===== config.mk =====
export PLATFORM = sky130hd
export DESIGN_NAME = bist_seq_ctrl
export DESIGN_NICKNAME = d
export VERILOG_FILES = /design/src/rtl/bist_pkg.sv /design/src/rtl/bist_misr.sv /design/src/rtl/bist_seq_ctrl.sv
export SDC_FILE = /design/constraint.sdc
export NUM_CORES = 1
export LEC_CHECK = 0
export ABC_AREA = 0
export CORE_MARGIN = 2
export CORE_UTILIZATION = 40
export CTS_CLUSTER_SIZE = 30
export DETAILED_ROUTE_END_ITERATION = 12
export PLACE_DENSITY = 0.68
export SLEW_MARGIN = 20
export SYNTH_ARGS = -nofsm -noshare
export SYNTH_HDL_FRONTEND = slang
export SYNTH_SLANG_ARGS = --single-unit

===== constraint.sdc =====
create_clock -name BIST_clk -period 2 [get_ports BIST_clk]
set_input_delay 0.4 -clock BIST_clk [delete_from_list [all_inputs] [get_ports BIST_clk]]
set_output_delay 0.4 -clock BIST_clk [all_outputs]
set_load 0.005 [all_outputs]

===== src/rtl/bist_pkg.sv =====
// Shared definitions for the BIST sequencer: state encoding and run-mode codes.
package bist_pkg;

  // State values double as the exported BIST_CODE.
  typedef enum logic [2:0] {
    StIdle    = 3'd0,
    StLoad    = 3'd1,
    StApply   = 3'd2,
    StSettle  = 3'd3,
    StCapture = 3'd4,
    StCheck   = 3'd5,
    StFinish  = 3'd6,
    StDone    = 3'd7
  } bist_state_e;

  localparam logic [3:0] ModeBypass  = 4'b0000;
  localparam logic [3:0] ModeFull    = 4'b0100;
  localparam logic [3:0] ModeStopErr = 4'b0101;
  localparam logic [3:0] ModeSig     = 4'b0110;

  // Modes that actually sequence patterns; everything else ends immediately.
  function automatic logic mode_runs(logic [3:0] mode);
    return (mode == ModeFull) || (mode == ModeStopErr) || (mode == ModeSig);
  endfunction

  function automatic logic [4:0] bist_code(bist_state_e st);
    return {2'b00, st};
  endfunction

endpackage


===== src/rtl/bist_misr.sv =====
// Multiple-input signature register compacting captured CUT responses.
module bist_misr #(
  parameter int unsigned          DATA_W    = 16,
  parameter logic [DATA_W-1:0]    MISR_POLY = DATA_W'('h1021)
) (
  input  logic              clk,
  input  logic              res,
  input  logic              seed,
  input  logic              en,
  input  logic [DATA_W-1:0] din,
  output logic [DATA_W-1:0] sig
);

  logic [DATA_W-1:0] sig_d, sig_q;

  // Next signature: seed to all ones, or shift/feedback/fold-in one response.
  always_comb begin
    sig_d = sig_q;
    if (seed) begin
      sig_d = '1;
    end else if (en) begin
      sig_d = {sig_q[DATA_W-2:0], 1'b0} ^ (sig_q[DATA_W-1] ? MISR_POLY : '0) ^ din;
    end
  end

  // Signature register.
  always_ff @(posedge clk) begin
    if (res) begin
      sig_q <= '0;
    end else begin
      sig_q <= sig_d;
    end
  end

  assign sig = sig_q;

endmodule


===== src/rtl/bist_seq_ctrl.sv =====
// BIST sequencer: runs apply/settle/capture/check per pattern, compacts responses
// into a MISR and reports error count, first failing pattern and pass/fail.
module bist_seq_ctrl
  import bist_pkg::*;
#(
  parameter int unsigned       PAT_W     = 8,
  parameter int unsigned       DATA_W    = 16,
  parameter int unsigned       SETTLE    = 2,
  parameter logic [DATA_W-1:0] MISR_POLY = DATA_W'('h1021)
) (
  input  logic              BIST_clk,
  input  logic              res,
  input  logic [3:0]        Mode_sel,
  input  logic              start,
  input  logic              abort,
  input  logic [PAT_W-1:0]  pat_limit,
  input  logic [DATA_W-1:0] resp_in,
  input  logic [DATA_W-1:0] expect_in,
  output logic              pat_en,
  output logic              cap_en,
  output logic [PAT_W-1:0]  pat_idx,
  output logic              busy,
  output logic              done,
  output logic              pass,
  output logic              aborted,
  output logic [PAT_W:0]    err_cnt,
  output logic [PAT_W-1:0]  first_err,
  output logic [DATA_W-1:0] signature,
  output logic [4:0]        BIST_CODE
);

  localparam int unsigned     CntW       = (SETTLE > 1) ? $clog2(SETTLE) : 1;
  localparam logic [CntW-1:0] SettleLast = CntW'(SETTLE - 1);

  bist_state_e       state_d, state_q;
  logic [3:0]        mode_d, mode_q;
  logic [PAT_W-1:0]  limit_d, limit_q;
  logic [PAT_W-1:0]  pat_idx_d, pat_idx_q;
  logic [PAT_W:0]    err_cnt_d, err_cnt_q;
  logic [PAT_W-1:0]  first_err_d, first_err_q;
  logic              pass_d, pass_q;
  logic              aborted_d, aborted_q;
  logic [DATA_W-1:0] cap_d, cap_q;
  logic [CntW-1:0]   settle_cnt_d, settle_cnt_q;
  logic              misr_seed, misr_en, mismatch, busy_w;
  logic [DATA_W-1:0] misr_sig;

  assign busy_w   = (state_q != StIdle) && (state_q != StDone);
  // Signature mode never compares per pattern.
  assign mismatch = (mode_q != ModeSig) && (cap_q != expect_in);

  // Next-state and datapath updates.
  always_comb begin
    state_d      = state_q;
    mode_d       = mode_q;
    limit_d      = limit_q;
    pat_idx_d    = pat_idx_q;
    err_cnt_d    = err_cnt_q;
    first_err_d  = first_err_q;
    pass_d       = pass_q;
    aborted_d    = aborted_q;
    cap_d        = cap_q;
    settle_cnt_d = settle_cnt_q;
    misr_seed    = 1'b0;
    misr_en      = 1'b0;

    if (busy_w && abort) begin
      // Abort preempts whatever the busy state would have done this cycle.
      state_d   = StDone;
      aborted_d = 1'b1;
      pass_d    = 1'b0;
    end else begin
      unique case (state_q)
        StIdle, StDone: begin
          if (start) begin
            mode_d  = Mode_sel;
            limit_d = pat_limit;
            if (mode_runs(Mode_sel)) begin
              state_d = StLoad;
            end else begin
              // Bypass and unknown modes finish at once without touching the MISR.
              state_d     = StDone;
              pat_idx_d   = '0;
              err_cnt_d   = '0;
              first_err_d = '0;
              aborted_d   = 1'b0;
              pass_d      = (Mode_sel == ModeBypass);
            end
          end
        end
        StLoad: begin
          pat_idx_d   = '0;
          err_cnt_d   = '0;
          first_err_d = '0;
          aborted_d   = 1'b0;
          pass_d      = 1'b0;
          misr_seed   = 1'b1;
          state_d     = StApply;
        end
        StApply: begin
          settle_cnt_d = '0;
          state_d      = StSettle;
        end
        StSettle: begin
          if (settle_cnt_q == SettleLast) begin
            state_d = StCapture;
          end else begin
            settle_cnt_d = settle_cnt_q + CntW'(1);
          end
        end
        StCapture: begin
          cap_d   = resp_in;
          state_d = StCheck;
        end
        StCheck: begin
          misr_en = 1'b1;
          if (mismatch) begin
            err_cnt_d = err_cnt_q + (PAT_W + 1)'(1);
            if (err_cnt_q == '0) begin
              first_err_d = pat_idx_q;
            end
          end
          if ((mode_q == ModeStopErr) && mismatch) begin
            pass_d  = 1'b0;
            state_d = StDone;
          end else if (pat_idx_q == limit_q) begin
            state_d = StFinish;
          end else begin
            pat_idx_d = pat_idx_q + PAT_W'(1);
            state_d   = StApply;
          end
        end
        StFinish: begin
          pass_d  = (mode_q == ModeSig) ? (misr_sig == expect_in) : (err_cnt_q == '0);
          state_d = StDone;
        end
      endcase
    end
  end

  // State register.
  always_ff @(posedge BIST_clk) begin
    if (res) begin
      state_q <= StIdle;
    end else begin
      state_q <= state_d;
    end
  end

  // Datapath registers.
  always_ff @(posedge BIST_clk) begin
    if (res) begin
      mode_q       <= '0;
      limit_q      <= '0;
      pat_idx_q    <= '0;
      err_cnt_q    <= '0;
      first_err_q  <= '0;
      pass_q       <= 1'b0;
      aborted_q    <= 1'b0;
      cap_q        <= '0;
      settle_cnt_q <= '0;
    end else begin
      mode_q       <= mode_d;
      limit_q      <= limit_d;
      pat_idx_q    <= pat_idx_d;
      err_cnt_q    <= err_cnt_d;
      first_err_q  <= first_err_d;
      pass_q       <= pass_d;
      aborted_q    <= aborted_d;
      cap_q        <= cap_d;
      settle_cnt_q <= settle_cnt_d;
    end
  end

  bist_misr #(
    .DATA_W    (DATA_W),
    .MISR_POLY (MISR_POLY)
  ) u_misr (
    .clk  (BIST_clk),
    .res  (res),
    .seed (misr_seed),
    .en   (misr_en),
    .din  (cap_q),
    .sig  (misr_sig)
  );

  assign pat_en    = (state_q == StApply);
  assign cap_en    = (state_q == StCapture);
  assign busy      = busy_w;
  assign done      = (state_q == StDone);
  assign pass      = pass_q;
  assign aborted   = aborted_q;
  assign pat_idx   = pat_idx_q;
  assign err_cnt   = err_cnt_q;
  assign first_err = first_err_q;
  assign signature = misr_sig;
  assign BIST_CODE = bist_code(state_q);

endmodule


# --- Word-level counts from Yosys, hierarchy flattened ---
# Cells that the tools add are included.
op_classes:
  addsub: 3
  eq_ne: 27
  muxes: 37
  n_bitwise: 3
  reduce_logical: 26
op_table:
  columns: ["operator", "n"]
  rows:
  - ["$mux W8", 6]
  - ["$pmux W8 S3", 2]
  - ["$mux W16", 2]
  - ["$xor A16 B16 Y16", 2]
  - ["$mux W9", 3]
  - ["$pmux W9 S3", 1]
  - ["$pmux W3 S7", 1]
  - ["$eq A4 B3 Y1 const B", 5]
  - ["$mux W3", 6]
  - ["$eq A16 B16 Y1", 1]
  - ["$ne A16 B16 Y1", 1]
  - ["$ne A2 B2 Y1 const B", 7]
  - ["$mux W13", 1]
  - ["$eq A3 B3 Y1 const B", 4]
  - ["$mux W1", 12]
  - ["$ne A3 B3 Y1 const B", 4]
  - ["$reduce_and A6 Y1", 2]
  - ["$add A9 B1 Y9 const B", 1]
  - ["$logic_not A9 Y1", 1]
  - ["$reduce_bool A3 Y1", 3]
  - ["$add A8 B1 Y8 const B", 1]
  - ["$eq A8 B8 Y1", 1]
  - ["$eq A3 B2 Y1 const B", 2]
  - ["$reduce_and A2 Y1", 3]
  - ["other kinds (16)", 24]
totals:
  register_bits: 75
  inputBits: 48
  out_inout_bits: 52

# --- Logic depth before layout (Yosys ltp) ---
depth:
  depth_word: 7
  ltp_mapped: 8

# --- Cells and area by module ---
# A second synthesis with hierarchy kept.
unflattened:
  hier_cells: 446
  area_unflattened_um2: 3853.7
by_module_without_submodules:
  columns: ["module", "n_inst", "cells_per_inst", "area_per_inst_um2"]
  rows:
  - ["bist_seq_ctrl", 1, 371, 3084.2]
  - ["bist_misr", 1, 75, 769.5]

# --- Least setup slack after synthesis ---
# OpenSTA, ideal clock, no wires.
synth_path:
  path_type: "reg2reg"
  from: "register err_cnt_q[0], in the netlist err_cnt[0]"
  to: "register first_err_q[6], in the netlist first_err[6]"
  setup_ns: 0.132
  t_arrival_ns: 1.904
  required_time_ns: 1.868
  path_slack_ns: -0.036
  stages_incl_launch_ff: 8
  n_path_buf: 0
  synth_period_minus_slack_ns: 2.036
  cell_sequence: "dfxtp_1 inv_1 ha_1 or4b_2 or3_1 o21a_1 o21ai_0 a21oi_1"
synth_via:
  elab_chain_len: 3
synth_lines:
  columns: ["element", "line", "source"]
  rows:
  - ["start, declared", "bist_seq_ctrl.sv:39", "logic [PAT_W:0] err_cnt_d, err_cnt_q;"]
  - ["start signal, assigned", "bist_seq_ctrl.sv:166", "err_cnt_q <= err_cnt_d;"]
  - ["$logic_not A9 Y1", "bist_seq_ctrl.sv:119", "if (err_cnt_q == '0) begin"]
  - ["$ne A2 B2 Y1 (no source line)", null, null]
  - ["$reduce_and A6 Y1 (no source line)", null, null]
  - ["end signal, assigned", "bist_seq_ctrl.sv:167", "first_err_q <= first_err_d;"]
  - ["end, declared", "bist_seq_ctrl.sv:40", "logic [PAT_W-1:0] first_err_d, first_err_q;"]
# No other way between the ends.
# A chain may end at the register's enable or synchronous reset.

# --- Worst setup path in the final report ---
layout_path:
  from: "input expect_in[6]"
  to: "register pat_idx_q[4], in the netlist pat_idx[4]"
layout_via:
  elab_chain_len: 5
layout_lines:
  columns: ["element", "line", "source"]
  rows:
  - ["start, declared", "bist_seq_ctrl.sv:18", "input logic [DATA_W-1:0] expect_in,"]
  - ["$ne A16 B16 Y1", "bist_seq_ctrl.sv:50", "assign mismatch = (mode_q != ModeSig) && (cap_q != expect_in);"]
  - ["$logic_and A1 B1 Y1", "bist_seq_ctrl.sv:50", null]
  - ["$logic_and A1 B1 Y1", "bist_seq_ctrl.sv:123", "if ((mode_q == ModeStopErr) && mismatch) begin"]
  - ["$ne A2 B2 Y1 (no source line)", null, null]
  - ["$reduce_and A6 Y1 (no source line)", null, null]
  - ["end signal, assigned", "bist_seq_ctrl.sv:165", "pat_idx_q <= pat_idx_d;"]
  - ["end, declared", "bist_seq_ctrl.sv:38", "logic [PAT_W-1:0] pat_idx_d, pat_idx_q;"]
# No other way between the ends.

==> insert_results.sql <==
INSERT INTO impl_metrics (metric_group, metric, value, unit) VALUES
('clock_network', 'cts_max_path_buffers', '2', ''),
('finish', 'finalInstanceArea', '5990', 'um^2'),
('detailed_routing', 'detailroute.via_count', '4013', ''),
('detailed_routing', 'route.detailed.drc', '0', ''),
('critical_path', 'cpMaxStageDelayCell', 'sky130_fd_sc_hd__or3_1', ''),
('status', 'violations', 'setup timing', ''),
('critical_path', 'arrival', '2290', 'ps'),
('timing', 'layout_worst_path_cycle_share', '101', '%'),
('global_route', 'grt_usage', '23.2', '%'),
('logic_synthesis', 'synth.distinct_cells', '47', ''),
('logic_synthesis', 'synth.yosys.warnings', '0', ''),
('timing', 'timing.final.ws_setup', '-16.5', 'ps'),
('die', 'floorplan.io_pins', '100', ''),
('logic_synthesis', 'synth-edff-count', '0', ''),
('die', 'chipWidth', '101', 'um'),
('timing', 'max_freq', '496', 'MHz'),
('logic_synthesis', 'synth.yosys.seq_area_share', '39.5', '%'),
('pwr', 'highest_ir_drop_seen_on_vdd', '469', 'uV'),
('die', 'core_region_area', '9240', 'um^2'),
('placed_design', 'dp_hpwl', '8550', 'um'),
('critical_path', 'critPathMostFrequentCell', 'sky130_fd_sc_hd__buf_4', ''),
('pwr', 'power_density', '808', 'nW/um^2'),
('finish', 'utilization', '64.8', '%'),
('die', 'start_util', '41.1', '%'),
('timing', 'finalClockSkew', '6.28', 'ps'),
('logic_synthesis', 'synthArstFlopShare', '0', '%'),
('critical_path', 'critical_path_peak_fanout', '5', ''),
('global_route', 'largest_net_degree_at_the_start_of_global_routing', '33', ''),
('timing', 'grt_setup_unrepaired', 'yes', ''),
('pwr', 'p_leak', '0.00238', 'uW'),
('critical_path', 'startpoint_class', 'input port', ''),
('global_route', 'grt_remaining_overflow', '0', ''),
('critical_path', 'peak_per_stage_delay_on_the_critical_path', '350', 'ps'),
('logic_synthesis', 'most_area_hungry_cell_type_in_the_yosys_netlist', 'sky130_fd_sc_hd__dfxtp_1', ''),
('detailed_routing', 'routed_via_density', '5.32', ''),
('timing', 'hold_viol_final', '0', ''),
('clock_network', 'clk_transition_reported_paths', '80', 'ps'),
('critical_path', 'required', '2280', 'ps'),
('placed_design', 'gp_congestion', '0.898', ''),
('logic_synthesis', 'syn-instance-count', '453', ''),
('finish', 'num-nets-final', '671', ''),
('detailed_routing', 'firstDrtPassIters', '5', ''),
('critical_path', 'worst-setup-path-type', 'in -> reg', ''),
('hold_path', 'hold_path.class', 'reg -> reg', ''),
('die', 'floorplan.die.height', '101', 'um'),
('die', 'fp.dieArea', '10300', 'um^2'),
('clock_network', 'cts_tree', 'yes', ''),
('detailed_routing', 'avgRoutedWirePerCell', '15.9', 'um'),
('finish', 'antenna_cells_inserted', '0', ''),
('run', 'max_cap_violations', '0', ''),
('die', 'core.rowCount', '35', ''),
('finish', 'final_layout_size_suffix_gt1_share', '23.0', '%'),
('clock_network', 'tritoncts_sink_count', '75', ''),
('logic_synthesis', 'synth_top_flop_cell', 'sky130_fd_sc_hd__dfxtp_1', ''),
('detailed_routing', 'dr.first_iter.drc_count', '134', ''),
('global_route', 'first_global_vias', '3856', ''),
('logic_synthesis', 'syn_avg_cell_area', '8.38', 'um^2'),
('timing', 'report.final.slew_viol_count', '0', ''),
('logic_synthesis', 'synth_area_leaders', 'sky130_fd_sc_hd__dfxtp_1 40%, sky130_fd_sc_hd__xnor2_1 8.1%, sky130_fd_sc_hd__a21oi_1 5.8%', ''),
('clock_network', 'cts.htree.levels', '3', ''),
('logic_synthesis', 'yosys.area.top_type_share', '39.5', '%'),
('clock_network', 'number_of_cts_inserted_buffers', '9', ''),
('critical_path', 'critical_path.cell_chain', 'dlygate4sd2_1 > xnor2_2 > nand4_1 > nor4_4 > buf_4 > o311ai_4 > buf_4 > or3_1 > a21oi_1', ''),
('timing', 'period_needed', '2020', 'ps'),
('clock_network', 'clk_latency_worst_skew_pair', '340', 'ps'),
('pwr', 'finalPower', '4840', 'uW'),
('global_route', 'number_of_antenna_violations_at_the_first_check_in_global_routing', '0', ''),
('logic_synthesis', 'synth-seq-cells', '75', ''),
('finish', 'num-fill-cells', '763', ''),
('status', 'outcome', 'complete, but fails checks', ''),
('placed_design', 'detailed_place.area', '5440', 'um^2'),
('logic_synthesis', 'synth.cell_area', '3800', 'um^2'),
('detailed_routing', 'wirelength', '12000', 'um'),
('clock_network', 'ctsRootBufferMaster', 'sky130_fd_sc_hd__clkbuf_8', ''),
('global_route', 'grt_pass1_wl', '19000', 'um'),
('critical_path', 'endpoint_kind', 'flop', ''),
('detailed_routing', 'antenna_left', '0', ''),
('finish', 'area.growth.synth_to_final', '57.7', '%'),
('timing', 'timing.final.setup_violations', '3', ''),
('placed_design', 'io_buffer_count', '97', '');
[worst paths after layout]
check                                  start           end  slack [ps]  cells past startpoint
worst max register to register     cap_q[15]    pat_idx[4]          20                      8
worst min register to register  first_err[2]  first_err[2]         480                      2
worst min-delay path            first_err[2]  first_err[2]         480                      2
worst max-delay path            expect_in[6]    pat_idx[4]         -20                      9
[kinds of logic after synthesis]
kind of cell,Yosys count,share of synthesized area [%]
AND/OR/NAND/NOR,144,20.1
AO/OA/AOI/OAI,123,18.6
flip-flops,75,39.5
XOR/XNOR,59,13.6
buffers and inverters,36,3.89
multiplexers,12,3.16
adder cells (fa/ha/maj),3,0.989
other,1,0.0988
[layout by cell type (no fill, tap or decap), types with 5 or more instances in the layout]
cell,n
sky130_fd_sc_hd__buf_4,81
sky130_fd_sc_hd__clkdlybuf4s50_1,80
sky130_fd_sc_hd__dfxtp_1,63
sky130_fd_sc_hd__nand2_1,46
sky130_fd_sc_hd__a21oi_1,41
sky130_fd_sc_hd__o21ai_0,33
sky130_fd_sc_hd__xnor2_1,27
sky130_fd_sc_hd__xor2_1,24
sky130_fd_sc_hd__nand4_1,20
sky130_fd_sc_hd__nor2_1,19
sky130_fd_sc_hd__a31oi_1,16
sky130_fd_sc_hd__dlygate4sd2_1,15
sky130_fd_sc_hd__or3_1,13
sky130_fd_sc_hd__mux2i_1,12
sky130_fd_sc_hd__clkbuf_8,11
sky130_fd_sc_hd__o21ai_1,9
sky130_fd_sc_hd__xnor2_2,8
sky130_fd_sc_hd__inv_1,7
sky130_fd_sc_hd__dfxtp_2,6
sky130_fd_sc_hd__dfxtp_4,6
sky130_fd_sc_hd__and2_1,5
sky130_fd_sc_hd__nand3_1,5
sky130_fd_sc_hd__nor4_1,5
[sequential cells by signal (all words and copies together) (netlist names)]
register,cells
u_misr.sig,16
first_err,8
limit_q,8
pat_idx,8
state_q,3
err_cnt,9
settle_cnt_q,1
aborted,1
cap_q,16
mode_q,4
pass,1
[what timing repair did]
action | 4_1_cts | 5_1_grt
resized for setup | 40 | 38
hold buffers | 0 | 0
cloned | 0 | 1
buffers inserted | 4 | 5
pin swaps | 14 | 34
setup endpoints to repair | 31 | 30
[layer usage]
layer	up-vias	GRT usage (%)	share of wire, %
li1	1955	-	-
met1	1919	32.1	47
met2	125	37.2	47
met3	14	3.45	4.7
met4	0	7.69	1.4
met5	-	0	0
[worst max-delay path, delay by kind of cell]
kind	cells	cell delay (ps)
and+or+nand+nor	3	790
buffers and inverters	3	640
AOI/OAI and AO/OA	2	270
xor gates and xnor gates	1	190
[where the power goes]
group	internal [uW]	switching [uW]	total (uW)
Sequential	1620	134	1750
Combinational	788	703	1490
Clock	1030	573	1600
Total	3430	1410	4840
[per-stage QoR]
stage / hold slack, ps / setup TNS, ps / std cells / setup WS [ps]
3_3_place_gp: 463 / -12920 / 729 / -600
5_1_grt: 503 / -401 / 754 / -70.2
4_1_cts: 481 / 0 / 749 / 0.889
6_report: 484 / -37.0 / 754 / -16.5
3_5_place_dp: 470 / -13940 / 729 / -673
2_1_floorplan: 454 / -166 / 454 / -20.8
[synth_stat cells (2+ instances only)]
master / number
sky130_fd_sc_hd__or3_1: 15
sky130_fd_sc_hd__clkbuf_1: 22
sky130_fd_sc_hd__a21oi_1: 44
sky130_fd_sc_hd__nor3_1: 4
sky130_fd_sc_hd__a31oi_1: 16
sky130_fd_sc_hd__xor2_1: 24
sky130_fd_sc_hd__ha_1: 3
sky130_fd_sc_hd__inv_1: 7
sky130_fd_sc_hd__o21ai_0: 40
sky130_fd_sc_hd__nand2b_1: 4
sky130_fd_sc_hd__nor4_1: 8
sky130_fd_sc_hd__nand3_1: 5
sky130_fd_sc_hd__o21ai_1: 2
sky130_fd_sc_hd__dfxtp_1: 75
sky130_fd_sc_hd__or4_1: 5
sky130_fd_sc_hd__o21a_1: 3
sky130_fd_sc_hd__nand4_1: 20
sky130_fd_sc_hd__nand2_1: 46
sky130_fd_sc_hd__and3_1: 3
sky130_fd_sc_hd__buf_2: 4
sky130_fd_sc_hd__o31ai_1: 4
sky130_fd_sc_hd__xnor2_1: 35
sky130_fd_sc_hd__a221oi_1: 2
sky130_fd_sc_hd__nor2_1: 20
sky130_fd_sc_hd__buf_4: 2
sky130_fd_sc_hd__mux2i_1: 12
sky130_fd_sc_hd__and2_1: 5
sky130_fd_sc_hd__o211ai_1: 2
sky130_fd_sc_hd__nor4bb_1: 2
sky130_fd_sc_hd__o311ai_0: 2
[final cells by class]
type	count	area, um^2	area share, %
multi-input combinational	343	2330	39.0
timing repair buffer	184	1660	27.7
sequential	75	1530	25.6
tap	129	161	2.70
clock buffer	12	155	2.59
clock inverter	4	120	2.01
inverter	7	26.3	0.439
Power figures use the tool's default switching activity.
